[src/rtl/uart_rx_core.sv]
// ============================================================================
// Module   : uart_rx_core
// Purpose  : UART receive engine. Oversamples the serial line, takes a 2-of-3
//            majority vote around the middle of every bit and deserialises a
//            frame of DATA_WIDTH data bits, optional even/odd parity and one
//            or two stop bits. Good frames load P_DATA with a one-cycle
//            Data_Valid strobe; bad frames raise par_err / stp_err strobes,
//            and a start bit that does not survive its vote raises
//            strt_glitch.
// Ports    : clk         - oversampling clock
//            rst_n       - asynchronous active-low reset
//            RX_IN       - serial line (idle high), already synchronised
//            Par_En      - frame carries a parity bit
//            Par_Typ     - 0 even parity, 1 odd parity
//            Stop2       - 1 two stop bits, 0 one stop bit
//            Prescale    - clk cycles per bit (even, >= 8)
//            P_DATA      - last good word, LSB = first data bit on the line
//            Data_Valid  - one-cycle strobe when P_DATA is loaded
//            par_err     - one-cycle strobe on parity mismatch
//            stp_err     - one-cycle strobe on a stop bit voted low
//            strt_glitch - one-cycle strobe on a false start bit
//            busy        - high whenever a frame is in progress
// Revision : 1.0 - initial release
// ============================================================================
`default_nettype none

module uart_rx_core #(
    parameter int DATA_WIDTH = 8,
    parameter int PRESCALE_W = 6
) (
    input  logic                  clk,
    input  logic                  rst_n,
    input  logic                  RX_IN,
    input  logic                  Par_En,
    input  logic                  Par_Typ,
    input  logic                  Stop2,
    input  logic [PRESCALE_W-1:0] Prescale,
    output logic [DATA_WIDTH-1:0] P_DATA,
    output logic                  Data_Valid,
    output logic                  par_err,
    output logic                  stp_err,
    output logic                  strt_glitch,
    output logic                  busy
);

    localparam int c_BIT_CNT_W = $clog2(DATA_WIDTH + 1);
    localparam logic [c_BIT_CNT_W-1:0] c_BITS_LAST = c_BIT_CNT_W'(DATA_WIDTH);
    localparam logic [PRESCALE_W-1:0]  c_EC_ONE    = PRESCALE_W'(1);
    localparam logic [PRESCALE_W-1:0]  c_EC_TWO    = PRESCALE_W'(2);

    typedef enum logic [2:0] {
        S_IDLE   = 3'd0,
        S_START  = 3'd1,
        S_DATA   = 3'd2,
        S_PARITY = 3'd3,
        S_STOP   = 3'd4
    } state_t;

    state_t r_state;
    state_t w_state_nxt;

    // Frame configuration, frozen for the duration of a frame
    logic [PRESCALE_W-1:0]  r_prescale;
    logic                   r_par_en;
    logic                   r_par_typ;
    logic                   r_stop2;

    logic [PRESCALE_W-1:0]  r_edge_cnt;
    logic [2:0]             r_smp;
    logic [c_BIT_CNT_W-1:0] r_bit_cnt;
    logic                   r_stop_cnt;
    logic [DATA_WIDTH-1:0]  r_shift;
    logic                   r_xor;
    logic                   r_par_fail;
    logic                   r_stp_fail;
    logic                   r_armed;

    logic [DATA_WIDTH-1:0]  r_p_data;
    logic                   r_data_valid;
    logic                   r_par_err;
    logic                   r_stp_err;
    logic                   r_glitch;

    logic [PRESCALE_W-1:0]  w_half;
    logic                   w_is_dec;
    logic                   w_bit_end;
    logic                   w_vote;
    logic                   w_start;
    logic                   w_stop_bad;
    logic                   w_dv_nxt;
    logic                   w_perr_nxt;
    logic                   w_serr_nxt;
    logic                   w_glitch_nxt;

    // ------------------------------------------------------------------
    // Bit timing: the decision edge sits two cycles past mid-bit so the
    // third sample (mid+1) is already registered when the vote is used.
    // Prescale >= 8 guarantees the decision edge precedes the bit end.
    // ------------------------------------------------------------------
    assign w_half    = r_prescale >> 1;
    assign w_is_dec  = (r_edge_cnt == (w_half + c_EC_TWO));
    assign w_bit_end = (r_edge_cnt == (r_prescale - c_EC_ONE));
    assign w_vote    = (r_smp[0] & r_smp[1]) | (r_smp[0] & r_smp[2]) |
                       (r_smp[1] & r_smp[2]);

    // ------------------------------------------------------------------
    // FSM: state register
    // ------------------------------------------------------------------
    always_ff @(posedge clk or negedge rst_n) begin
        if (!rst_n) begin
            r_state <= S_IDLE;
        end else begin
            r_state <= w_state_nxt;
        end
    end

    // ------------------------------------------------------------------
    // FSM: next state and strobe decode
    // ------------------------------------------------------------------
    always_comb begin
        w_state_nxt  = r_state;
        w_start      = 1'b0;
        w_stop_bad   = 1'b0;
        w_dv_nxt     = 1'b0;
        w_perr_nxt   = 1'b0;
        w_serr_nxt   = 1'b0;
        w_glitch_nxt = 1'b0;

        case (r_state)
            S_IDLE: begin
                // The cycle that sees the low level is edge 0 of the start bit
                if (r_armed && !RX_IN) begin
                    w_state_nxt = S_START;
                    w_start     = 1'b1;
                end
            end

            S_START: begin
                if (w_is_dec && w_vote) begin
                    w_state_nxt  = S_IDLE;
                    w_glitch_nxt = 1'b1;
                end else if (w_bit_end) begin
                    w_state_nxt = S_DATA;
                end
            end

            S_DATA: begin
                if (w_bit_end && (r_bit_cnt == c_BITS_LAST)) begin
                    w_state_nxt = r_par_en ? S_PARITY : S_STOP;
                end
            end

            S_PARITY: begin
                if (w_bit_end) begin
                    w_state_nxt = S_STOP;
                end
            end

            S_STOP: begin
                // Frame resolves at the last stop bit's decision edge; the
                // rest of that stop bit is absorbed by IDLE.
                if (w_is_dec && (r_stop_cnt == r_stop2)) begin
                    w_state_nxt = S_IDLE;
                    w_stop_bad  = r_stp_fail | ~w_vote;
                    if (!r_par_fail && !w_stop_bad) begin
                        w_dv_nxt = 1'b1;
                    end else begin
                        w_perr_nxt = r_par_fail;
                        w_serr_nxt = w_stop_bad;
                    end
                end
            end

            default: begin
                w_state_nxt = S_IDLE;
            end
        endcase
    end

    // ------------------------------------------------------------------
    // Datapath: edge counter, samplers, shift register and frame flags
    // ------------------------------------------------------------------
    always_ff @(posedge clk or negedge rst_n) begin
        if (!rst_n) begin
            r_prescale <= '0;
            r_par_en   <= 1'b0;
            r_par_typ  <= 1'b0;
            r_stop2    <= 1'b0;
            r_edge_cnt <= '0;
            r_smp      <= '0;
            r_bit_cnt  <= '0;
            r_stop_cnt <= 1'b0;
            r_shift    <= '0;
            r_xor      <= 1'b0;
            r_par_fail <= 1'b0;
            r_stp_fail <= 1'b0;
            r_armed    <= 1'b0;
        end else begin
            // Configuration is only sampled when a frame starts
            if (w_start) begin
                r_prescale <= Prescale;
                r_par_en   <= Par_En;
                r_par_typ  <= Par_Typ;
                r_stop2    <= Stop2;
            end

            // IDLE cycle with the low level counts as edge 0, so the
            // first START cycle is edge 1.
            if (w_start) begin
                r_edge_cnt <= c_EC_ONE;
            end else if (w_state_nxt == S_IDLE) begin
                r_edge_cnt <= '0;
            end else if (w_bit_end) begin
                r_edge_cnt <= '0;
            end else begin
                r_edge_cnt <= r_edge_cnt + c_EC_ONE;
            end

            if (r_state != S_IDLE) begin
                if (r_edge_cnt == (w_half - c_EC_ONE)) begin
                    r_smp[0] <= RX_IN;
                end
                if (r_edge_cnt == w_half) begin
                    r_smp[1] <= RX_IN;
                end
                if (r_edge_cnt == (w_half + c_EC_ONE)) begin
                    r_smp[2] <= RX_IN;
                end
            end

            if (w_start) begin
                r_bit_cnt  <= '0;
                r_stop_cnt <= 1'b0;
                r_xor      <= 1'b0;
                r_par_fail <= 1'b0;
                r_stp_fail <= 1'b0;
            end else begin
                if ((r_state == S_DATA) && w_is_dec) begin
                    r_bit_cnt <= r_bit_cnt + 1'b1;
                    r_shift   <= {w_vote, r_shift[DATA_WIDTH-1:1]};
                    r_xor     <= r_xor ^ w_vote;
                end
                if ((r_state == S_PARITY) && w_is_dec) begin
                    r_par_fail <= (w_vote != (r_xor ^ r_par_typ));
                end
                if ((r_state == S_STOP) && w_is_dec && !w_vote) begin
                    r_stp_fail <= 1'b1;
                end
                // Only the first of two stop bits ever reaches its bit end
                if ((r_state == S_STOP) && w_bit_end) begin
                    r_stop_cnt <= 1'b1;
                end
            end

            // A stop error disarms the receiver so a held-low line (break)
            // cannot be mistaken for a new start bit.
            if (w_serr_nxt) begin
                r_armed <= 1'b0;
            end else if (RX_IN) begin
                r_armed <= 1'b1;
            end
        end
    end

    // ------------------------------------------------------------------
    // Registered outputs
    // ------------------------------------------------------------------
    always_ff @(posedge clk or negedge rst_n) begin
        if (!rst_n) begin
            r_p_data     <= '0;
            r_data_valid <= 1'b0;
            r_par_err    <= 1'b0;
            r_stp_err    <= 1'b0;
            r_glitch     <= 1'b0;
        end else begin
            r_data_valid <= w_dv_nxt;
            r_par_err    <= w_perr_nxt;
            r_stp_err    <= w_serr_nxt;
            r_glitch     <= w_glitch_nxt;
            if (w_dv_nxt) begin
                r_p_data <= r_shift;
            end
        end
    end

    assign P_DATA      = r_p_data;
    assign Data_Valid  = r_data_valid;
    assign par_err     = r_par_err;
    assign stp_err     = r_stp_err;
    assign strt_glitch = r_glitch;
    assign busy        = (r_state != S_IDLE);

endmodule

`default_nettype wire

[config.mk]
export PLATFORM = sky130hd
export DESIGN_NAME = uart_rx_core
export DESIGN_NICKNAME = d
export VERILOG_FILES = /design/src/rtl/uart_rx_core.sv
export SDC_FILE = /design/constraint.sdc
export NUM_CORES = 1
export LEC_CHECK = 0
export CORE_UTILIZATION = 57
export DETAILED_ROUTE_END_ITERATION = 16
export DONT_BUFFER_PORTS = 1
export PLACE_DENSITY = 0.75
export SLEW_MARGIN = 20
export SYNTH_ARGS = -nofsm -noshare
export SYNTH_HDL_FRONTEND = slang
export SYNTH_SLANG_ARGS = --single-unit
export TNS_END_PERCENT = 10
[constraint.sdc]
create_clock -name clk -period 2.55 [get_ports clk]
set_input_delay 0.1275 -clock clk [delete_from_list [all_inputs] [get_ports clk]]
set_output_delay 0.1275 -clock clk [all_outputs]
set_load 0.1 [all_outputs]
==> metrics.md <==
| Metric | Value |
|---|---|
| CTS Buffer Depth | 2 |
| DR pass1 iterations | 13 |
| Clock Pin Slew Worst Setup and Hold Paths | around 0.10 ns |
| Avg Inst Size Synth | a little over 10 um^2 |
| Root Driver | clkbuf_8 |
| Synthesized flop and latch total | 50 |
| Fin. max-slew vios | 0 |
| Worst slew pin tran | between 0.9 and 1 ns |
| Crit-path max cell delay | 0.41 ns |
| RePlAce Congestion | 0.862 |
| HPWL Detailed | around 3800 um |
| Area Overhead vs Synth | 14.3% |
| FF+latch area | 1250 um^2 |
| Yosys cell types | 43 |
| DR WL/cell | ~15 um |
| Setup violations, final | 0 |
| Multi-input gate area | around 1400 um^2 |
| Critical Path, Cell by Cell | ha_2 -> o21ba_1 -> a221o_1 -> a211oi_4 -> nand3_4 -> nor4_4 -> buf_6 -> mux2_2 |
| Clock Latency Late Sink | around 0.31 ns |
| GRT overflow | 0 |
| Commonest non-fill, non-tap cell in the layout | dfrtp_1 |
| Vias after detailed routing | ~2000 |
| Mapped Area | 2720 um^2 |
| Slowest CP cell | a221o_1 |
| Worst setup path start | r_prescale[2] |
| CP arrival | 2.60 ns |
| Tot GR Track Use | 22.9% |
| Peak VDD IR | between 0.5 and 0.6 mV |
| Htree depth | 2 |
| Num Clock Sinks | 50 |
| Effective utilization at floorplan | between 60% and 70% |
| Final hold slack | between 0.06 and 0.07 ns |
| Vias in the first global route | around 1800 |
| Placed Area | 2860 um^2 |
| EDFF count, synth | 0 |
| Mapped Nets | 292 |
| Yosys top cell by area | dfrtp_1 |
| Crit start category | register |
| Post-DR vias/cell | ~5.6 |
| Largest net degree at the start of global routing | just over 50 |
| Iter 0 DRT Violations | just over 80 |
| RSZ-0062 raised after global routing | no |
| Register area share after synthesis | a little under half |
| Setup_tns | 0 ns |
| Final instance area | roughly 3100 um^2 |
| Yosys Warn Count | 0 |
| Final period util | a little over nine tenths |
| HP Class | input pin to register |
| Postcts setup bufs | 0 |
| Synth Flop Type | dfrtp_1 |
| Outcome | complete, but fails checks |
| IO Pins | 25 |
| Worst rel slew slack | between 30% and 40% |
| CTS tree | built |
| First-pass GRT wire length | slightly below 9000 um |
| Cells after Synth | 270 |
| Critical path class | register to register |
| Initial antenna violation count | 0 |
| Post-DRT Antenna Nets | 0 |
| Final wirelength | 5350 um |
| Max-Cap Viols | 0 |
| Final min period | about 2.4 ns |
| # rows | 24 |
| DRC Markers | 1 |
| Post-Place Cells | ~330 |
| Final hold vios | 0 |
| Pwr dens | between 1000 and 1500 nW/um^2 |
| Die area | a little over 5000 um^2 |
| CP max FO | 9 |
| Most frequent cells in the layout | 50 x dfrtp_1, 29 x nand2_1, 26 x nor2_1, 20 x xnor2_1, 18 x mux2_2 |
| Achievable Freq | between 0.4 and 0.5 GHz |
| Worst R2R Start | r_prescale[2] |
| Layout cells sized above 1 | 17.2% |
| Die Width | 71.0 um |
| Failing checks | design-rule violations |
| Core area | approximately 4500 um^2 |
| Clock buffer count from CTS | 5 |
| Critical Path End Type | register |
| Dominant cells by area after synthesis | dfrtp_1 46%, mux2_2 7.5%, xnor2_1 6.5%, ha_1 4.6%, nand2_1 4.0% |
| Post-synth top area share | about 46% |
| Antenna Cells | 0 |
| Worst min-delay path startpoint | RX_IN |
| Post-synth ARST share | 100% |
| Worst Skew | ~0.011 ns |
| P_leak | approximately 1.4 nW |
| Final #Nets | about 320 |
| WP data required | 2.74 ns |
| Die height | 71.0 um |
| Port Buffers | 0 |
| Fillcell total | 340 |
| Post-route insts no fill | ~350 |
## sequential cells by signal, indices dropped and copies added, names as in the netlist
register	flops
r_state	3
r_smp	3
r_edge_cnt	6
r_stop_cnt	1
r_stop2	1
r_armed	1
r_xor	1
stp_err	1
r_shift	8
par_err	1
r_par_fail	1
r_par_en	1
r_par_typ	1
r_prescale	6
P_DATA	8
r_bit_cnt	4
r_stp_fail	1
Data_Valid	1
strt_glitch	1
## synth_stat cells, types with 2 or more instances
library cell  count
mux2i_1           2
nor2_1           26
nand2b_1          5
mux2_2           18
o211ai_1          3
and3_1            3
a21o_1            2
nand3b_1          4
nor3_1            3
dfrtp_1          50
xnor2_1          20
nand3_1          10
inv_1            15
o21ai_0          14
xor2_1            9
nor2b_1           2
a31oi_1           3
nand4_1           5
a21oi_1           6
o31ai_1           2
ha_1             10
nor3b_1           2
and2_1            2
nand2_1          29
clkbuf_1          6
or2_2             2
## final cells by class
cell class,instances,share of cell area [%]
clock inverters,3,0.927
multi-input cells,196,44.2
well taps,52,2.10
repair buffers,28,8.42
inverters,15,1.81
clock buffers,5,2.22
flip-flops and latches,50,40.3
## power by group
| part | switching [W] | total (W) | internal [W] |
|---|---|---|---|
| logic | 0.000934 | 0.00168 | 0.000750 |
| registers | 0.000199 | 0.00116 | 0.000959 |
| clock network | 0.000279 | 0.000483 | 0.000203 |
## through the flow
step	util, %	total power, W	setup WS (ns)
floorplan	-	0.00238	-0.0787
global placement	64.0	0.00277	0.124
detailed placement	64.0	0.00280	0.0723
CTS	69.2	0.00333	0.0222
global route	69.4	0.00357	0.0306
finish	69.4	0.00332	0.148
## critical path, delay by kind of cell (launching register included)
family,cells,cell delay [ns]
buffers and inverters,1,0.18
AOI/OAI and AO/OA,3,0.88
and+or+nand+nor,2,0.28
DFF,1,0.39
muxes,1,0.34
adders and majority gates,1,0.22
## logic make-up after synthesis
logic type | after synthesis | synth area share (%)
XOR/XNOR | 29 | 9.36
flip-flops | 50 | 46.1
adder cells (fa/ha/maj) | 10 | 4.61
multiplexers | 20 | 8.20
AND/OR/NAND/NOR | 99 | 18.8
AO/OA/AOI/OAI | 38 | 9.35
buffers and inverters | 24 | 3.64
## final timing paths
check / end / slack [ns] / depth (start not counted)
worst max-delay path: P_DATA[6] / 0.15 / 8
worst min-delay path: r_prescale[1] / 0.06 / 3
worst max register to register: P_DATA[6] / 0.15 / 8
worst min register to register: r_shift[7] / 0.51 / 1
max in group asynchronous: r_par_fail / 2.00 / 2
min in group asynchronous: r_prescale[0] / 0.32 / 2
## layer usage
layer	routed length, um	GRT usage (%)	vias up
met5	0	0	-
met4	53	5.33	0
met3	225	4.27	6
met1	2470	31.5	948
met2	2600	38.0	36
li1	-	-	971
## repair_timing
action                     4_1_cts  5_1_grt
hold buffers                    12        0
hold endpoints to repair        63        0
resized for setup                0        3
setup endpoints to repair        0       13
Power figures use the tool's default switching activity.
